===== config.mk =====
export PLATFORM = sky130hd
export DESIGN_NAME = cla_digit_serial_adder_flat
export DESIGN_NICKNAME = d
export VERILOG_FILES = /design/src/rtl/cla_digit_serial_adder_if.sv /design/src/rtl/cla_digit_serial_adder.sv /design/src/flat_wrapper.sv
export SDC_FILE = /design/constraint.sdc
export NUM_CORES = 1
export LEC_CHECK = 0
export CORE_ASPECT_RATIO = 1.2
export CORE_MARGIN = 2
export CORE_UTILIZATION = 35
export DETAILED_ROUTE_END_ITERATION = 12
export GPL_ROUTABILITY_DRIVEN = 0
export PLACE_DENSITY = 0.61
export SETUP_SLACK_MARGIN = 0.3
export SLEW_MARGIN = 20
export SYNTH_ARGS = -nofsm -noshare
export SYNTH_HDL_FRONTEND = slang
export SYNTH_SLANG_ARGS = --single-unit

===== constraint.sdc =====
create_clock -name clk -period 5.9 [get_ports clk]
set_input_delay 1.18 -clock clk [delete_from_list [all_inputs] [get_ports clk]]
set_output_delay 1.18 -clock clk [all_outputs]
set_load 0.01 [all_outputs]

===== src/rtl/cla_digit_serial_adder_if.sv =====
// Operand/result handshake bundle for cla_digit_serial_adder.
// The ovf signal exists only when CLA_OVF_EN is defined.
interface cla_digit_serial_adder_if #(
  parameter int WIDTH = 16
);
  logic             in_valid;
  logic             in_ready;
  logic [WIDTH-1:0] a;
  logic [WIDTH-1:0] b;
  logic             cin;
  logic             out_valid;
  logic             out_ready;
  logic [WIDTH-1:0] sum;
  logic             cout;
  logic             busy;
`ifdef CLA_OVF_EN
  logic             ovf;
`endif

  modport master (
    output in_valid, a, b, cin, out_ready,
`ifdef CLA_OVF_EN
    input  ovf,
`endif
    input  in_ready, out_valid, sum, cout, busy
  );

  modport slave (
    input  in_valid, a, b, cin, out_ready,
`ifdef CLA_OVF_EN
    output ovf,
`endif
    output in_ready, out_valid, sum, cout, busy
  );
endinterface


===== src/rtl/cla_digit_serial_adder.sv =====
// Digit-serial WIDTH-bit adder: one 4-bit carry-lookahead digit per clock, LSD first.
// Optional macro CLA_OVF_EN adds a signed-overflow output (ovf) to the interface.
module cla_digit_serial_adder #(
  parameter int WIDTH = 16
) (
  input logic                    clk,
  input logic                    rst,
  cla_digit_serial_adder_if.slave bus
);

  localparam int NDIG = WIDTH / 4;
  localparam int CW   = (NDIG > 1) ? $clog2(NDIG) : 1;
  localparam logic [CW-1:0] LAST_DIG = CW'(NDIG - 1);

  if (((WIDTH % 4) != 0) || (WIDTH < 4)) begin : g_bad_width
    $error("cla_digit_serial_adder: WIDTH must be a multiple of 4 and >= 4");
  end
  if ($bits(bus.a) != WIDTH) begin : g_bad_if_width
    $error("cla_digit_serial_adder: interface WIDTH differs from module WIDTH");
  end

  typedef enum logic [1:0] {
    IDLE = 2'd0,
    RUN  = 2'd1,
    DONE = 2'd2
  } state_t;

  state_t           state_q, state_d;
  logic [CW-1:0]    cnt_q, cnt_d;
  logic             carry_q, carry_d;
  logic [WIDTH-1:0] a_q, a_d;
  logic [WIDTH-1:0] b_q, b_d;
  logic [WIDTH-1:0] sum_q, sum_d;
  logic             cout_q, cout_d;
  logic             ovf_q, ovf_d;

  logic [3:0] dig_a_s, dig_b_s, p_s, g_s, c_s, s_s;

  // Lookahead carries for the digit currently selected by the counter.
  always_comb begin
    dig_a_s = a_q[{cnt_q, 2'b00} +: 4];
    dig_b_s = b_q[{cnt_q, 2'b00} +: 4];
    p_s     = dig_a_s ^ dig_b_s;
    g_s     = dig_a_s & dig_b_s;
    c_s[0]  = g_s[0] | (p_s[0] & carry_q);
    c_s[1]  = g_s[1] | (p_s[1] & g_s[0]) | (p_s[1] & p_s[0] & carry_q);
    c_s[2]  = g_s[2] | (p_s[2] & g_s[1]) | (p_s[2] & p_s[1] & g_s[0])
            | (p_s[2] & p_s[1] & p_s[0] & carry_q);
    c_s[3]  = g_s[3] | (p_s[3] & g_s[2]) | (p_s[3] & p_s[2] & g_s[1])
            | (p_s[3] & p_s[2] & p_s[1] & g_s[0])
            | (p_s[3] & p_s[2] & p_s[1] & p_s[0] & carry_q);
    s_s     = p_s ^ {c_s[2:0], carry_q};
  end

  // Next-state and datapath updates for IDLE -> RUN -> DONE.
  always_comb begin
    state_d = state_q;
    cnt_d   = cnt_q;
    carry_d = carry_q;
    a_d     = a_q;
    b_d     = b_q;
    sum_d   = sum_q;
    cout_d  = cout_q;
    ovf_d   = ovf_q;
    case (state_q)
      IDLE: begin
        if (bus.in_valid) begin
          a_d     = bus.a;
          b_d     = bus.b;
          carry_d = bus.cin;
          sum_d   = {WIDTH{1'b0}};
          cnt_d   = {CW{1'b0}};
          cout_d  = 1'b0;
          ovf_d   = 1'b0;
          state_d = RUN;
        end else begin
          state_d = IDLE;
        end
      end
      RUN: begin
        sum_d[{cnt_q, 2'b00} +: 4] = s_s;
        carry_d = c_s[3];
        // Explicit compare so non-power-of-two digit counts end on time.
        if (cnt_q == LAST_DIG) begin
          cnt_d   = {CW{1'b0}};
          cout_d  = c_s[3];
          ovf_d   = c_s[2] ^ c_s[3];
          state_d = DONE;
        end else begin
          cnt_d   = cnt_q + CW'(1);
          state_d = RUN;
        end
      end
      DONE: begin
        if (bus.out_ready) begin
          state_d = IDLE;
        end else begin
          state_d = DONE;
        end
      end
      default: begin
        state_d = IDLE;
      end
    endcase
  end

  // State and datapath registers with synchronous reset.
  always_ff @(posedge clk) begin
    if (rst) begin
      state_q <= IDLE;
      cnt_q   <= {CW{1'b0}};
      carry_q <= 1'b0;
      a_q     <= {WIDTH{1'b0}};
      b_q     <= {WIDTH{1'b0}};
      sum_q   <= {WIDTH{1'b0}};
      cout_q  <= 1'b0;
      ovf_q   <= 1'b0;
    end else begin
      state_q <= state_d;
      cnt_q   <= cnt_d;
      carry_q <= carry_d;
      a_q     <= a_d;
      b_q     <= b_d;
      sum_q   <= sum_d;
      cout_q  <= cout_d;
      ovf_q   <= ovf_d;
    end
  end

  assign bus.in_ready  = (state_q == IDLE);
  assign bus.out_valid = (state_q == DONE);
  assign bus.busy      = (state_q == RUN) || (state_q == DONE);
  assign bus.sum       = sum_q;
  assign bus.cout      = cout_q;
`ifdef CLA_OVF_EN
  assign bus.ovf       = ovf_q;
`else
  // Without the overflow port the captured value has no consumer.
  logic unused_ovf_s;
  assign unused_ovf_s = ovf_q;
`endif

endmodule


===== src/flat_wrapper.sv =====
// flat-port wrapper written by rule: the top's interface ports become plain ports
module cla_digit_serial_adder_flat 
#(
  parameter int WIDTH = 16
)
  (clk, rst, bus_in_valid, bus_a, bus_b, bus_cin, bus_out_ready, bus_in_ready, bus_out_valid, bus_sum, bus_cout, bus_busy);
  cla_digit_serial_adder_if #(.WIDTH(WIDTH)) bus_i ();
  input logic clk;
  input logic rst;
  input wire logic [$bits(bus_i.in_valid)-1:0] bus_in_valid;
  input wire logic [$bits(bus_i.a)-1:0] bus_a;
  input wire logic [$bits(bus_i.b)-1:0] bus_b;
  input wire logic [$bits(bus_i.cin)-1:0] bus_cin;
  input wire logic [$bits(bus_i.out_ready)-1:0] bus_out_ready;
  output wire logic [$bits(bus_i.in_ready)-1:0] bus_in_ready;
  output wire logic [$bits(bus_i.out_valid)-1:0] bus_out_valid;
  output wire logic [$bits(bus_i.sum)-1:0] bus_sum;
  output wire logic [$bits(bus_i.cout)-1:0] bus_cout;
  output wire logic [$bits(bus_i.busy)-1:0] bus_busy;
  assign bus_i.in_valid = bus_in_valid;
  assign bus_i.a = bus_a;
  assign bus_i.b = bus_b;
  assign bus_i.cin = bus_cin;
  assign bus_i.out_ready = bus_out_ready;
  assign bus_in_ready = bus_i.in_ready;
  assign bus_out_valid = bus_i.out_valid;
  assign bus_sum = bus_i.sum;
  assign bus_cout = bus_i.cout;
  assign bus_busy = bus_i.busy;
  cla_digit_serial_adder #(.WIDTH(WIDTH)) u_core (.clk(clk), .rst(rst), .bus(bus_i));
endmodule

### Word-level counts from Yosys, hierarchy flattened

Index checks and enable logic that the tools add are counted.

| word-level totals | value |
|---|---|
| register bits after elaboration | 54 |
| output and inout port bits | 20 |
| logic and storage cells | 68 |

| cells by class | value |
|---|---|
| add/subtract/negate cells | 2 |
| equal/unequal tests | 5 |
| shift-type cells | 4 |
| mux-type cells | 15 |
| bitwise logic cells | 29 |
| reduce and logical (&&, ||, !) cells | 6 |

Operators by type and width:

| operator | count |
|---|---|
| 16-bit case mux with 2 select lines | 1 |
| 16-bit by 5-bit indexed part select with 4-bit output | 2 |
| 1-bit AND | 16 |
| 16-bit bitwise mux | 1 |
| 16-bit 2-to-1 mux | 1 |
| 4-bit by 6-bit variable shift with 16-bit output (first input constant) | 1 |
| 4-bit by 6-bit indexed part select with 16-bit output | 1 |
| 1-bit bitwise OR | 10 |
| 2-bit 2-to-1 mux | 4 |
| 4-bit XOR | 2 |
| 4-bit negation with 6-bit output | 1 |
| 2-bit case mux with 3 select lines | 1 |
| 4-bit AND | 1 |
| 2-bit equality test (second input constant) | 2 |
| 1-bit 2-to-1 mux | 4 |
| 1-bit case mux with 2 select lines | 2 |
| 2-bit case mux with 2 select lines | 1 |
| 2-bit AND reduction | 2 |
| 3-bit AND reduction | 1 |
| 2-bit by 1-bit adder with 2-bit output (second input constant) | 1 |
| 2-bit by 1-bit equality test with 1-bit output (second input constant) | 1 |
| 2-bit zero test | 1 |
| 2-bit by 1-bit inequality test with 1-bit output (second input constant) | 1 |
| 2-bit inequality test (second input constant) | 1 |
| other kinds (2) | 2 |

### Depth between registers and ports, before layout

| depth | value |
|---|---|
| depth in word-level cells | 10 |
| gate-level depth with buffers | 7 |
| depth with buffers taken out | 6 |

### Worst setup path after synthesis

Ideal clock, no wire load.

| timing path | value |
|---|---|
| path kind | flip-flop to flip-flop |
| from | register u_core.cnt_q[0] |
| to | register u_core.sum_q[7] (netlist: u_core.bus.sum[7]) |
| data arrival time | 2.325 ns |
| data required time | 5.839 ns |
| slack | 3.514 ns |
| cell stages (with the launch flop) | 8 |
| period minus slack after synthesis | 2.386 ns |
| cell sequence | dfxtp_1 -> buf_2 -> mux4_2 -> ha_1 -> a211oi_1 -> o21a_1 -> nor4_2 -> a32o_1 |

| on the way | value |
|---|---|
| cells in the longest elaborated chain, start to end | 10 |

Ends and longest elaborated chain:

| item | line | RTL |
|---|---|---|
| start, declared | cla_digit_serial_adder.sv:29 | `logic [CW-1:0] cnt_q, cnt_d;` |
| start signal, assigned | cla_digit_serial_adder.sv:111 | `cnt_q <= {CW{1'b0}};` |
| start signal, assigned | cla_digit_serial_adder.sv:120 | `cnt_q <= cnt_d;` |
| 16-bit by 5-bit indexed part select with 4-bit output (on tied branches) | cla_digit_serial_adder.sv:41, cla_digit_serial_adder.sv:42 |  |
| 4-bit XOR / 4-bit AND (equally long branches) | cla_digit_serial_adder.sv:43, cla_digit_serial_adder.sv:44 |  |
| 1-bit AND (on tied branches) | cla_digit_serial_adder.sv:47, cla_digit_serial_adder.sv:48 |  |
| 1-bit bitwise OR, or another cell as far along | cla_digit_serial_adder.sv:47 | `c_s[2] = g_s[2] \| (p_s[2] & g_s[1]) \| (p_s[2] & p_s[1] & g_s[0])` |
| 1-bit bitwise OR / 1-bit AND (equally long branches) | cla_digit_serial_adder.sv:47, cla_digit_serial_adder.sv:48 |  |
| 1-bit bitwise OR | cla_digit_serial_adder.sv:48 | `\| (p_s[2] & p_s[1] & p_s[0] & carry_q);` |
| 4-bit XOR | cla_digit_serial_adder.sv:52 | `s_s = p_s ^ {c_s[2:0], carry_q};` |
| 4-bit by 6-bit indexed part select with 16-bit output | cla_digit_serial_adder.sv:81 | `sum_d[{cnt_q, 2'b00} +: 4] = s_s;` |
| 16-bit bitwise mux (*) | cla_digit_serial_adder.sv:81 |  |
| 16-bit case mux with 2 select lines (*) | cla_digit_serial_adder.sv:65 | `case (state_q)` |
| end signal, assigned | cla_digit_serial_adder.sv:115 | `sum_q <= {WIDTH{1'b0}};` |
| end signal, assigned | cla_digit_serial_adder.sv:124 | `sum_q <= sum_d;` |
| end, declared | cla_digit_serial_adder.sv:33 | `logic [WIDTH-1:0] sum_q, sum_d;` |

Mark *: on every way between the ends. The rest lies on a longest branch, timed or not.
A chain may end at the register's enable or synchronous reset.

### Worst setup path after layout

| timing path | value |
|---|---|
| from | register u_core.cnt_q[0] |
| to | register u_core.sum_q[11] (netlist: u_core.bus.sum[11]) |

Same word-level chain as after synthesis.

==> results.toml <==
[status]
status = "complete, no violations"

[timing]
finalSetupViolations = 0
period_minus_slack_ns = 2.83
timing.fmax_mhz = 353
slew_headroom_pct = 28.6
fin_worst_skew_ns = 0.00774
fin_setup_tns_ns = 0
worstMarginPinSlew_ns = 1.07
hold_viol = 0
fin_crit_sh_pct = 48.0
drv_slew = 0
setup_slack_ns = 3.07
hold_ws_ns = 0.458
rsz0062_at_grt = "false"

[routing]
wl_per_cell_um = 13.4
drt-initial-drc-count = 73
wl_um = 5530
first_pass_iters = 4
num_vias = 2060
drc_errors = 0
drtAntennaViolNets = 0
routed_via_density = 5.01

[logic_synthesis]
yosysTopAreaCell = "dfxtp_1"
syn_inst = 274
yosys-top-cells-area = "dfxtp_1 (43%), nand2_1 (11%), a21oi_1 (7.2%), mux4_2 (7.2%), ha_1 (6.5%)"
async_reset_ff_share_pct = 0
ys_seq_area_share_pct = 43.5
yosysTopAreaCellShare_pct = 43.5
avgSynthCellArea_sq_um = 9.07
ys.flop_type = "dfxtp_1"
syn_nets = 325
synth_seq_cells = 54
yosysWarnings = 0
synth.distinct_cells = 34
synth_edf_count = 0
syn_area_sq_mm = 0.00249

[global_routing]
top_usage_layer = "met2"
grt_use_met1_pct = 18.1
antenna_found_initial = 0
grt_pass1_wl_um = 9110
grt_max_degree = 53
met3_usage_pct = 2.91
met2_usage_pct = 27.2
first_global_vias = 1991
grt_overflow = 0
track_usage_pct = 15.3

[job]
drv_cap = 0

[worst_setup_path]
worstPathRequired_ns = 6.15
cpMaxStageDelayCell = "dfxtp_1"
crit_chain = "mux4_2, ha_1, o21ai_1, o21a_1, nor4_2, a32o_1"
critical_path.max_stage_delay_ns = 0.83
path_class = "reg -> reg"
path_delay_family = "flip-flops"
arrival_ns = 3.08
cp_num_buf_inv = 0
cp_max_fo = 15
crit_path_end_kind = "flip-flop"
start_kind = "flip-flop"

[power]
peakVddDrop_v = 0.000162
p_seq_share_pct = 51.6
sw_frac_of_total_pct = 25.6
p_leak_nw = 1.16
comb_power_share_pct = 15.8
power.switching_mw = 0.194
clkPwrFrac_pct = 32.6
pwr_density_cell_mw_per_mm2 = 237
p_int_mw = 0.565

[placed_design]
dpl_worst_slack_ns = 2.90
port_buffers = 56
hpwl_um = 4000

[clocking]
clockRootBuffer = "clkbuf_8"
htree_num_levels = 2
cts_resized = 0
post_cts_buffers = 0
clkTransAtPathRegs_ns = 0.09
cts_buffer_depth = 2
clkLatencyLatePin_ns = 0.31
cts_hold_buf = 0
cts_tree = "yes"
tritoncts_num_sinks = 54
numCtsBuffers = 5

[die]
core_area_sq_mm = 0.00685
ioPinCount = 57
die_x_um = 80.9
die_area_sq_mm = 0.00780
die_y_um = 96.3
row_count = 33
start_util_pct = 36.3

[cells_and_area]
antenna_cells = 0
area_delta_synth_final_pct = 29.0
layout.nets = 374
finish.utilization_pct = 46.8
drive_above_1_share_pct = 7.72

[worst_hold_path]
hold_class = "reg -> reg"
[cells in the mapped netlist (4+ instances only)]
master    instances
nand2_1          70
dfxtp_1          54
a21oi_1          36
nor2_1           16
ha_1             13
clkbuf_1         10
a22oi_1           8
mux4_2            8
inv_1             7
a32oi_1           5
buf_2             5
nand2b_1          5
a32o_1            4
nor3_1            4
[power by group through the flow]
stage                     clock network, mW  logic, mW  registers, mW
after CTS                             0.254      0.121          0.392
after global routing                  0.271      0.132          0.395
after detailed placement                  0      0.121          0.401
after floorplan                           0     0.0789          0.395
final                                 0.248      0.120          0.392
after global placement                    0      0.120          0.400
[layout by cell type, fill, tap and decap left out, types with 2 or more instances in the layout]
cell	n
buf_4	2
nor3_1	4
dfxtp_1	54
ha_1	13
nor2b_1	2
nor4b_4	2
or3_1	2
clkbuf_8	5
nand2b_1	5
inv_1	7
clkdlybuf4s50_1	56
a211oi_1	3
nand2_1	70
nor2_1	16
mux4_2	8
nand3_1	2
nor4_2	2
a22oi_1	8
o21ai_1	3
a32o_1	4
a32oi_1	5
a21oi_1	36
[registers in the layout (all words and copies together), names as in the netlist]
signal           cells
u_core.cnt_q         2
u_core.bus.cout      1
u_core.b_q          16
u_core.bus.sum      16
u_core.a_q          16
u_core.carry_q       1
u_core.state_q       2
[worst min-delay path, cell delays in order, from the launching register on]
cell and delay (ns):
dfxtp_1 0.32, nand2_1 0.05, a21oi_1 0.05
[cell families (layout without fill, tap and decap cells)]
kind of cell | after synthesis | in the layout | share of synthesized area (%)
DFF | 54 | 54 | 43.5
buffers and inverters | 23 | 73 | 4.03
adders and majority gates | 14 | 14 | 7.35
xor gates and xnor gates | 1 | 1 | 0.352
muxes | 10 | 10 | 8.25
AOI/OAI and AO/OA | 62 | 62 | 15.5
and+or+nand+nor | 110 | 110 | 21.0
[routing by layer]
layer | share of wire, % | routed length, um
met5 | 0 | 0
met4 | 1.6 | 87
met2 | 51 | 2810
met1 | 44 | 2430
met3 | 3.5 | 193
[final cells by class]
type,count,area [sq um]
Clock buffer,6,72.6
Clock inverter,2,37.5
Fill cell,711,3650
Inverter,7,26.3
Multi-Input combinational cell,197,1310
Sequential cell,54,1080
Tap cell,87,109
Timing Repair Buffer,58,576
[per-stage QoR]
stage,std cells,power [mW],area [sq um]
finish,411,0.759,3210
global route,411,0.798,3210
CTS,411,0.768,3210
detailed placement,403,0.521,3100
global placement,403,0.520,3100
floorplan,274,0.474,2490
[final timing paths]
| path | start | endpoint | slack (ns) | cells past startpoint |
|---|---|---|---|---|
| setup / recovery | u_core.cnt_q[0] | u_core.bus.sum[11] | 3.07 | 6 |
| hold / removal | u_core.b_q[9] | u_core.b_q[9] | 0.46 | 2 |
| setup reg to reg | u_core.cnt_q[0] | u_core.bus.sum[11] | 3.07 | 6 |
| hold reg to reg | u_core.b_q[9] | u_core.b_q[9] | 0.46 | 2 |
No activity file was read; power rests on OpenSTA's default activity.
